`src/rtl/instr_fetch_unit.sv`:
```
// Instruction fetch front end: PC register, credit-limited imem requests, tagged instruction FIFO, redirect/flush.
// Optional misaligned-redirect trap under `IFU_ALIGN_CHECK_EN; response-to-decode latency is one cycle (registered FIFO).

module ifu_fifo #(
  parameter int W     = 32,
  parameter int DEPTH = 4
) (
  input  logic                     clk,
  input  logic                     reset,
  input  logic                     clear_i,
  input  logic                     push_i,
  input  logic [W-1:0]             dat_i,
  input  logic                     pop_i,
  output logic [W-1:0]             dat_o,
  output logic [$clog2(DEPTH):0]   count_o
);
  localparam int AW = $clog2(DEPTH);
  localparam int CW = AW + 1;

  logic [W-1:0]  mem_q [DEPTH];
  logic [AW-1:0] wr_q, rd_q;
  logic [CW-1:0] cnt_q;

  // Callers guarantee no push when full and no pop when empty.
  always_ff @(posedge clk) begin
    if (reset || clear_i) begin
      wr_q  <= '0;
      rd_q  <= '0;
      cnt_q <= '0;
    end else begin
      if (push_i) wr_q <= wr_q + AW'(1);
      if (pop_i)  rd_q <= rd_q + AW'(1);
      cnt_q <= cnt_q + CW'(push_i) - CW'(pop_i);
    end
  end

  always_ff @(posedge clk) begin
    if (push_i && !clear_i) mem_q[wr_q] <= dat_i;
  end

  assign dat_o   = mem_q[rd_q];
  assign count_o = cnt_q;
endmodule

module instr_fetch_unit #(
  parameter logic [31:0] RESET_PC = 32'h0000_0000,
  parameter int          DEPTH    = 4
) (
  input  logic        clk,
  input  logic        reset,
  input  logic        redirect_valid,
  input  logic [31:0] redirect_pc,
  output logic        imem_req_valid,
  input  logic        imem_req_ready,
  output logic [31:0] imem_addr,
  input  logic        imem_resp_valid,
  input  logic [31:0] imem_resp_data,
  output logic        inst_valid,
  input  logic        inst_ready,
  output logic [31:0] inst_data,
  output logic [31:0] inst_pc,
`ifdef IFU_ALIGN_CHECK_EN
  output logic        misalign_err,
`endif
  output logic [31:0] PC_out
);
  localparam int CW = $clog2(DEPTH) + 1;
  localparam int UW = CW + 1;
  localparam logic [0:0] ST_FETCH = 1'b0;
  localparam logic [0:0] ST_FLUSH = 1'b1;

  logic [0:0]    state_q, state_d;
  logic [31:0]   pc_q, pc_d;
  logic [CW-1:0] drop_q, drop_d;
  logic [CW-1:0] inst_cnt, tag_cnt, outstanding;
  logic [UW-1:0] used;
  logic [63:0]   fifo_dat;
  logic [31:0]   tag_dat, redir_tgt;
  logic          resp_ok, pop, push, req_ok, accept, block;

`ifdef IFU_ALIGN_CHECK_EN
  logic err_q;
  always_ff @(posedge clk) begin
    if (reset)                                           err_q <= 1'b0;
    else if (redirect_valid && redirect_pc[1:0] != 2'b00) err_q <= 1'b1;
  end
  assign block        = err_q;
  assign misalign_err = err_q;
  assign redir_tgt    = redirect_pc;
`else
  assign block     = 1'b0;
  assign redir_tgt = redirect_pc & ~32'h3;
`endif

  // In FETCH every in-flight response owns a tag; in FLUSH only the drop count remains.
  assign outstanding = (state_q == ST_FLUSH) ? drop_q : tag_cnt;
  assign resp_ok     = imem_resp_valid && (outstanding != '0);
  assign inst_valid  = !reset && (inst_cnt != '0);
  assign pop         = inst_valid && inst_ready && !redirect_valid;
  assign push        = resp_ok && (state_q == ST_FETCH) && !redirect_valid;
  assign used        = UW'(outstanding) + UW'(inst_cnt) - UW'(pop);
  assign req_ok      = !reset && !redirect_valid && !block && (state_q == ST_FETCH) && (used < UW'(DEPTH));
  assign accept      = req_ok && imem_req_ready;

  assign imem_req_valid = req_ok;
  assign imem_addr      = pc_q;
  assign PC_out         = pc_q;
  assign inst_pc        = fifo_dat[63:32];
  assign inst_data      = fifo_dat[31:0];

  ifu_fifo #(.W(32), .DEPTH(DEPTH)) u_tag_fifo (
    .clk(clk), .reset(reset), .clear_i(redirect_valid),
    .push_i(accept), .dat_i(pc_q), .pop_i(push),
    .dat_o(tag_dat), .count_o(tag_cnt)
  );

  ifu_fifo #(.W(64), .DEPTH(DEPTH)) u_inst_fifo (
    .clk(clk), .reset(reset), .clear_i(redirect_valid),
    .push_i(push), .dat_i({tag_dat, imem_resp_data}), .pop_i(pop),
    .dat_o(fifo_dat), .count_o(inst_cnt)
  );

  always_comb begin
    state_d = state_q;
    pc_d    = pc_q;
    drop_d  = drop_q;
    if (redirect_valid) begin
      pc_d    = redir_tgt;
      drop_d  = outstanding - CW'(resp_ok);
      state_d = (drop_d != '0) ? ST_FLUSH : ST_FETCH;
    end else if (state_q == ST_FLUSH) begin
      if (resp_ok) drop_d = drop_q - CW'(1);
      if (drop_d == '0) state_d = ST_FETCH;
    end else if (accept) begin
      pc_d = pc_q + 32'd4;
    end
  end

  always_ff @(posedge clk) begin
    if (reset) begin
      state_q <= ST_FETCH;
      pc_q    <= RESET_PC;
      drop_q  <= '0;
    end else begin
      state_q <= state_d;
      pc_q    <= pc_d;
      drop_q  <= drop_d;
    end
  end
endmodule

```
`config.mk`:
```
export PLATFORM = sky130hd
export DESIGN_NAME = instr_fetch_unit
export DESIGN_NICKNAME = d
export VERILOG_FILES = /design/src/rtl/instr_fetch_unit.sv
export SDC_FILE = /design/constraint.sdc
export NUM_CORES = 1
export LEC_CHECK = 0
export CAP_MARGIN = 30
export CORE_MARGIN = 4
export CORE_UTILIZATION = 51
export CTS_CLUSTER_SIZE = 24
export DETAILED_ROUTE_END_ITERATION = 16
export PLACE_DENSITY = 0.74
export SETUP_SLACK_MARGIN = 0.1
export SYNTH_ARGS = -nofsm -noshare
export SYNTH_HDL_FRONTEND = slang
export SYNTH_HIERARCHICAL = 1
export SYNTH_SLANG_ARGS = --single-unit
```
`constraint.sdc`:
```
create_clock -name clk -period 4.9 [get_ports clk]
set_input_delay 0.98 -clock clk [delete_from_list [all_inputs] [get_ports clk]]
set_output_delay 0.98 -clock clk [all_outputs]
set_load 0.01 [all_outputs]
```
==> results of run 1 <==
-- flip-flops by register name, indices dropped and copies added (netlist names), named ones only --
signal and count:
PC_out 30, u_tag_fifo/mem_q 128, u_tag_fifo/wr_q 2, u_tag_fifo/rd_q 2, u_inst_fifo/wr_q 2, u_inst_fifo/mem_q 256
u_inst_fifo/rd_q 2, state_q 1, drop_q 3, u_tag_fifo/count_o 3, u_inst_fifo/count_o 3
-- how the worst min path moves through the flow --
stage | end | slack (ps) | cells after the start
4_1_cts | flip-flop | 540 | 2
2_1_floorplan | drop_q[2]$_SDFFE_PP0P_ | 500 | 2
6_report | flip-flop | 540 | 2
3_5_place_dp | flip-flop | 530 | 2
3_3_place_gp | flip-flop | 500 | 2
5_1_grt | drop_q[2]$_SDFFE_PP0P_ | 580 | 2
-- per-stage QoR --
step / setup slack (ps) / cell area (um2) / std cells / power [uW]
4_1_cts: 175 / 21100 / 1611 / 7830
3_3_place_gp: 292 / 19700 / 1532 / 4640
5_1_grt: 453 / 21100 / 1612 / 8050
3_5_place_dp: 208 / 19700 / 1532 / 4660
2_1_floorplan: 343 / 17500 / 939 / 4440
6_report: 593 / 21100 / 1612 / 7750
-- area by class of cell --
cell class | instances | area, um2
Clock inverter | 27 | 250
Fill cell | 2357 | 12500
Sequential cell | 436 | 12600
Timing Repair Buffer | 221 | 2260
Tap cell | 448 | 561
Clock buffer | 52 | 1130
Inverter | 35 | 131
Multi-Input combinational cell | 393 | 4220
-- critical path: stages --
cell and delay (ps):
sky130_fd_sc_hd__clkdlybuf4s50_1 430, sky130_fd_sc_hd__nor2_1 140, sky130_fd_sc_hd__and3_1 200, sky130_fd_sc_hd__ha_1 150
sky130_fd_sc_hd__inv_1 40, sky130_fd_sc_hd__ha_1 190, sky130_fd_sc_hd__or2_2 320, sky130_fd_sc_hd__o211ai_1 290
sky130_fd_sc_hd__o21ai_0 190, sky130_fd_sc_hd__nor4_1 200, sky130_fd_sc_hd__dlymetal6s2s_1 200
-- synthesized netlist by cell type (3+ instances only) --
master	n	area, um2
sky130_fd_sc_hd__or3_1	9	56.3
sky130_fd_sc_hd__o31ai_1	5	37.5
sky130_fd_sc_hd__a211oi_1	3	22.5
sky130_fd_sc_hd__buf_12	9	180
sky130_fd_sc_hd__buf_4	34	255
sky130_fd_sc_hd__ha_1	21	263
sky130_fd_sc_hd__nand3b_1	3	22.5
sky130_fd_sc_hd__and4_1	3	26.3
sky130_fd_sc_hd__nor2b_1	3	18.8
sky130_fd_sc_hd__nor3_1	8	40.0
sky130_fd_sc_hd__and3_1	3	18.8
sky130_fd_sc_hd__nor2_1	36	135
sky130_fd_sc_hd__and2_1	12	75.1
sky130_fd_sc_hd__nand4_1	8	50.1
sky130_fd_sc_hd__nand2_1	29	109
sky130_fd_sc_hd__dfxtp_1	52	1040
sky130_fd_sc_hd__a21oi_1	8	40.0
sky130_fd_sc_hd__nand3_1	17	85.1
sky130_fd_sc_hd__o211ai_1	6	45.0
sky130_fd_sc_hd__mux4_2	90	2030
sky130_fd_sc_hd__xnor2_1	7	61.3
sky130_fd_sc_hd__a311oi_1	14	123
sky130_fd_sc_hd__buf_2	11	55.1
sky130_fd_sc_hd__mux4_1	6	158
sky130_fd_sc_hd__and3b_1	3	26.3
sky130_fd_sc_hd__clkbuf_1	16	60.1
sky130_fd_sc_hd__or2_2	4	25.0
sky130_fd_sc_hd__a21bo_2	3	30.0
sky130_fd_sc_hd__inv_1	35	131
sky130_fd_sc_hd__mux2i_1	7	70.1
sky130_fd_sc_hd__buf_6	3	33.8
sky130_fd_sc_hd__edfxtp_1	384	11500
sky130_fd_sc_hd__nor4_1	5	31.3
sky130_fd_sc_hd__o21ai_0	12	60.1
sky130_fd_sc_hd__o31a_1	3	26.3
sky130_fd_sc_hd__a31oi_1	13	81.3
sky130_fd_sc_hd__or4_1	8	60.1
-- power breakdown --
part,total (uW),internal [uW],switching (uW),leakage (uW)
clock,3170,1860,1310,0.000668
sequential,4160,4090,72.9,0.00391
combinational,417,221,195,0.00214
total,7750,6170,1580,0.00672
-- metal layers --
layer / share of wire [%] / up-vias
met1: 43 / 4651
met4: 1.5 / 0
met5: 0 / -
li1: - / 4107
met2: 49 / 292
met3: 6.5 / 44
-- cells by family after synthesis --
logic type | Yosys count | synth area share (%)
xor gates and xnor gates | 10 | 0.674
AOI/OAI and AO/OA | 86 | 3.63
adders and majority gates | 23 | 1.73
buffers and inverters | 110 | 4.15
muxes | 103 | 12.9
and+or+nand+nor | 159 | 4.87
other | 1 | 0.0215
DFF | 436 | 72.0
-- repair_timing --
item,CTS,global route
setup buffers,0,1
endpoints found under the setup margin,0,1
resized for setup,0,2
==> summary.txt, run 1 <==
GRT
  • Global routing usage on met3: 3.56%
  • Busiest layer in global routing: met2
  • Grt met2 use: ~31%
  • Total global-route track usage: 18.8%
  • Maximum number of pins on one net before global-route repair: 65
  • Met1 usage: a little over a quarter
  • Number of antenna violations at the first check in global routing: 0
  • Overflow after GRT: 0
  • Global-route wire length before repair: 54,000 um
  • Vias in the first global route: 9,441

Route
  • Routed wire length per instance: 21.4 um
  • Detailed-route vias per instance: 5.64
  • Number of vias in the routed layout: between 9,000 and 10,000
  • DRT Pass-1 Iters: 5
  • Drt initial violations: 603
  • Antenna Nets Post-Route: 0
  • Count of unresolved DRC violations after routing: 0
  • Overall routed net length: roughly 35,000 um

Synth
  • Flip-flop and latch count after synthesis: between 400 and 500
  • Synth unique cells: 63
  • EDFF count, synth: about 380
  • Share of async-settable or async-resettable flops after synthesis: 0%
  • Post-Syn Area: 0.0175 mm2
  • Synth Warn #: 6
  • Cells after synthesis: 928
  • Syn Area/Cell: around 19 um2
  • Sequential-to-total area share from yosys stat: between 70 and 80%
  • Commonest register cell after synthesis: sky130_fd_sc_hd__edfxtp_1

Job
  • # Max-Cap Violations: 0

Floorplan
  • Core ar.: between 0.03 and 0.04 mm2
  • Starting utilization of the core area: about half
  • Floorplan die width: 193 um
  • Full die area: 0.0373 mm2
  • Floorplan die height: 193 um
  • FP Rows: 67
  • IO Count: 200

Worst setup path
  • Critical register-to-register path endpoint: u_tag_fifo/mem_q[0][5]$_DFFE_PP_
  • CP Class: input pin to primary output
  • Kind of launch point of the worst setup path: input pin
  • Setup crit end: imem_req_valid
  • R2R setup slack: 1220 ps
  • Reg2Reg Depth: 11
  • Startpoint of the worst register-to-register path: state_q$_SDFF_PP0_
  • Arrival time worst endpoint: 3330 ps
  • Maximum fanout count along the critical path: 3
  • Crit path capture type: primary output
  • Req. time, crit path: 3920 ps
  • Crit path from: reset

Power
  • Leakage Power: 0.00672 uW
  • Max rail drop VDD: about 0.25 mV
  • Pwr/cell area: 367 mW/mm2

Timing
  • Final max-slew violation count: 0
  • Worst-margin pin slew: 994 ps
  • RSZ-0062 raised after global routing: no
  • Post-Route Skew: 27.6 ps
  • Sum Neg Setup Slack: 0 ps
  • Number of hold-slack violations in the final timing report: 0
  • Final critical-path required period: ~4300 ps
  • Hold slack final: ~540 ps
  • Highest achievable clock rate: about 0.23 GHz
  • Number of endpoints failing setup at the final stage: 0
  • Worst relative slew slack: 33.1%
  • Period utilisation layout: 87.9%

Finish
  • Area added between synthesis and finish: 21.0%
  • Top library cells by usage in the layout, fill and taps aside: 384 x sky130_fd_sc_hd__edfxtp_1, 192 x sky130_fd_sc_hd__clkdlybuf4s50_1, 90 x sky130_fd_sc_hd__mux4_2, 49 x sky130_fd_sc_hd__dfxtp_1, 44 x sky130_fd_sc_hd__clkbuf_16
  • Inserted Diodes: 0
  • Final Util: ~63%
  • Commonest non-fill, non-tap cell in the layout: sky130_fd_sc_hd__edfxtp_1
  • Share of final-layout standard cells stronger than drive strength 1: 17.4%
  • Net count, final: 1,223

Clock network
  • CTS tree: done
  • Clock-pin slew of the registers on the worst-case setup and hold paths: 60 ps
  • Clock latency on the worst-skew pair: about 540 ps
  • Max clock buf depth: 3
  • Cts bufs inserted: 43
  • H-tree lvl count: 2
  • Number of hold-repair buffers added at the cts stage: 0
  • Number of clock sinks: 436
  • Library cell used as clock root buffer: sky130_fd_sc_hd__clkbuf_16

Outcome
  • Run status: finished, final reports clean

Worst hold path
  • Hold WC Path Type: flip-flop to flip-flop
  • Critical hold path startpoint: u_inst_fifo/rd_q[1]$_SDFFE_PP0P_

Place
  • Hpwl dp: about 22,000 um
  • Global placement routability congestion: roughly 0.84
  • Port Buffer Count: ~190
Power figures use the tool's default switching activity.
==> inputs of run 2 (changes only) <==
--- a/config.mk
+++ b/config.mk
@@ -7,10 +7,10 @@
 export LEC_CHECK = 0
 export CAP_MARGIN = 30
 export CORE_MARGIN = 4
-export CORE_UTILIZATION = 51
+export CORE_UTILIZATION = 47
 export CTS_CLUSTER_SIZE = 24
 export DETAILED_ROUTE_END_ITERATION = 16
-export PLACE_DENSITY = 0.74
+export PLACE_DENSITY = 0.67
 export SETUP_SLACK_MARGIN = 0.1
 export SYNTH_ARGS = -nofsm -noshare
 export SYNTH_HDL_FRONTEND = slang
==> constraint.sdc (replaced) <==
create_clock -name clk -period 4.1 [get_ports clk]
set_input_delay 0.82 -clock clk [delete_from_list [all_inputs] [get_ports clk]]
set_output_delay 0.82 -clock clk [all_outputs]
set_load 0.01 [all_outputs]
==> run 2 against run 1 <==
Effect of this change:
- non-clock buffer count grew 14
- sequential power is 20% higher
- clock power is 24% higher
- final cell count is 2.0% higher
- largest cell class unchanged
- die area grew 8.1%
- utilization down 4.3 points
- wire length is 4.0% higher
- clock skew shrank 15 ps
- final area grew 1.4%
==> summary.txt, run 2 (synthesized netlist as in run 1, its figures left out) <==
Route
  • DRT Pass-1 Iters: 5
  • Routed wire length per instance: 21.8 um
  • Drt initial violations: ~520
  • Number of vias in the routed layout: between 9,000 and 10,000
  • Detailed-route vias per instance: 5.54
  • Overall routed net length: roughly 36,000 um
  • Count of unresolved DRC violations after routing: 0
  • Antenna Nets Post-Route: 0

Timing
  • Number of endpoints failing setup at the final stage: 0
  • Highest achievable clock rate: 0.263 GHz
  • Final max-slew violation count: 0
  • Worst-margin pin slew: 730 ps
  • Final critical-path required period: between 3000 and 4000 ps
  • Period utilisation layout: between 90% and 100%
  • Worst relative slew slack: 51.3%
  • Post-Route Skew: roughly 13 ps
  • Number of hold-slack violations in the final timing report: 0
  • RSZ-0062 raised after global routing: no

Worst setup path
  • Kind of launch point of the worst setup path: input pin
  • Crit path capture type: primary output
  • Maximum fanout count along the critical path: 2
  • Req. time, crit path: 3280 ps
  • Slowest stage cell, crit path: sky130_fd_sc_hd__clkdlybuf4s50_1
  • CP Class: input pin to primary output
  • Cells along the critical path: clkdlybuf4s50_1 > nor2_2 > and3_4 > ha_1 > inv_1 > ha_1 > or2_2 > o211ai_1 > o21ai_1 > nor4_2 > buf_2
  • Critical path's largest stage delay: 440 ps
  • Arrival time worst endpoint: 2980 ps
  • Cell class contributing the biggest share of worst-path delay: simple AND/OR/NAND/NOR gates
  • Worst path buffer plus inverter count: 3
  • Most frequent cell on the critical path: sky130_fd_sc_hd__ha_1

Clock network
  • Number of clock sinks: 436
  • CTS tree: done
  • Number of hold-repair buffers added at the cts stage: 0
  • Clock latency on the worst-skew pair: 530 ps
  • Post-CTS Setup Inserts: 0
  • Clock-pin slew of the registers on the worst-case setup and hold paths: roughly 60 ps
  • Max clock buf depth: 3
  • H-tree lvl count: 2
  • Cts bufs inserted: 44
  • Library cell used as clock root buffer: sky130_fd_sc_hd__clkbuf_16

Finish
  • Share of final-layout standard cells stronger than drive strength 1: 19.2%
  • Total non-filler cell area in the finished layout: 0.0214 mm2
  • Fill cell count: 2,714
  • Net count, final: 1,238
  • Inserted Diodes: 0
  • Area added between synthesis and finish: 22.7%
  • Largest register FFs: 256
  • Register with the most flip-flops: u_inst_fifo/mem_q
  • Commonest non-fill, non-tap cell in the layout: sky130_fd_sc_hd__edfxtp_1
  • Top library cells by usage in the layout, fill and taps aside: 384 x sky130_fd_sc_hd__edfxtp_1, 192 x sky130_fd_sc_hd__clkdlybuf4s50_1, 90 x sky130_fd_sc_hd__mux4_2, 48 x sky130_fd_sc_hd__dfxtp_1, 45 x sky130_fd_sc_hd__clkbuf_16
  • Final Util: between 50% and 60%

GRT
  • Grt met2 use: 29.1%
  • Maximum number of pins on one net before global-route repair: 48
  • Met1 usage: approximately 24%
  • Vias in the first global route: 9,423
  • Number of antenna violations at the first check in global routing: 1
  • Overflow after GRT: 0
  • Busiest layer in global routing: met2
  • Total global-route track usage: between 10% and 20%
  • Global routing usage on met3: under 10%
  • Global-route wire length before repair: 56,000 um

Floorplan
  • Full die area: 0.0403 mm2
  • Core ar.: 0.0366 mm2
  • Floorplan die width: 201 um
  • Floorplan die height: 201 um
  • Starting utilization of the core area: 47.7%
  • IO Count: 200
  • FP Rows: 70

Outcome
  • Run status: finished, final reports clean

Place
  • Global placement routability congestion: 0.782
  • Hpwl dp: 23,300 um
  • Port Buffer Count: 193
  • Area post-placement: 0.0200 mm2

Power
  • Max rail drop VDD: 0.245 mV
  • Pwr/cell area: 439 mW/mm2
  • Leakage Power: 0.00683 uW

Job
  • # Max-Cap Violations: 0

Worst hold path
  • Hold WC Path Type: flip-flop to flip-flop
run 2: cell count changes in the layout (fill, tap and decap cells not counted), sizes merged:
| cell | change |
|---|---|
| dlymetal6s2s | -1 |
| clkinvlp | -2 |
| bufinv | +1 |
| buf | +15 |
| clkbuf | +1 |
| clkinv | -2 |
run 2: report_power, final:
part,internal [uW],switching (uW),total [uW]
registers,4880,90.2,4980
clock network,2350,1580,3930
logic,273,235,508
total,7510,1900,9410
run 2: worst reg2reg max path: cells and delay by family (launching register included):
kind,cells,cell delay [ps]
AO/OA/AOI/OAI,2,570
adder cells (fa/ha/maj),1,290
buffers and inverters,3,560
flip-flops,1,330
AND/OR/NAND/NOR,6,1290
run 2: layout make-up:
class	instances	area [um2]	share of cell area (%)
inverters	35	131	0.613
flip-flops and latches	436	12600	58.7
multi-input cells	393	4250	19.8
clock buffers	53	1180	5.49
repair buffers	235	2450	11.5
well taps	468	586	2.73
clock inverters	24	249	1.16
run 2: final timing paths:
check | startpoint | endpoint | slack [ps] | depth (start not counted)
max | reset | imem_req_valid | 300 | 11
min | u_inst_fifo/rd_q[0]$_SDFFE_PP0P_ | flip-flop | 530 | 2
max reg2reg | u_inst_fifo/count_o[2]$_SDFF_PP0_ | u_tag_fifo/mem_q[2][28]$_DFFE_PP_ | 740 | 12
min reg2reg | u_inst_fifo/rd_q[0]$_SDFFE_PP0P_ | flip-flop | 530 | 2
run 2: per-stage QoR:
step                setup slack (ps)  TNS, ps  hold slack [ps]  instances  total power, uW
floorplan                        136        0              498        939             5300
global placement               -87.4    -87.4              508       1567             5570
detailed placement              -140     -814              521       1567             5580
CTS                              173        0              535       1644             9520
global route                     157        0              556       1644             9760
finish                           298        0              529       1644             9410
run 2: layer usage:
metal | vias to the layer above | routed length, um
met1 | 4599 | 15200
met5 | - | 0
met2 | 299 | 17500
li1 | 4147 | -
met3 | 59 | 2100
met4 | 0 | 1030
run 2: what timing repair did:
| item | 4_1_cts | 5_1_grt |
|---|---|---|
| cloned | 0 | 0 |
| pin swaps | 0 | 2 |
| gates resized for setup | 2 | 10 |
| hold endpoints to repair | 0 | 0 |
| endpoints found under the setup margin | 1 | 1 |
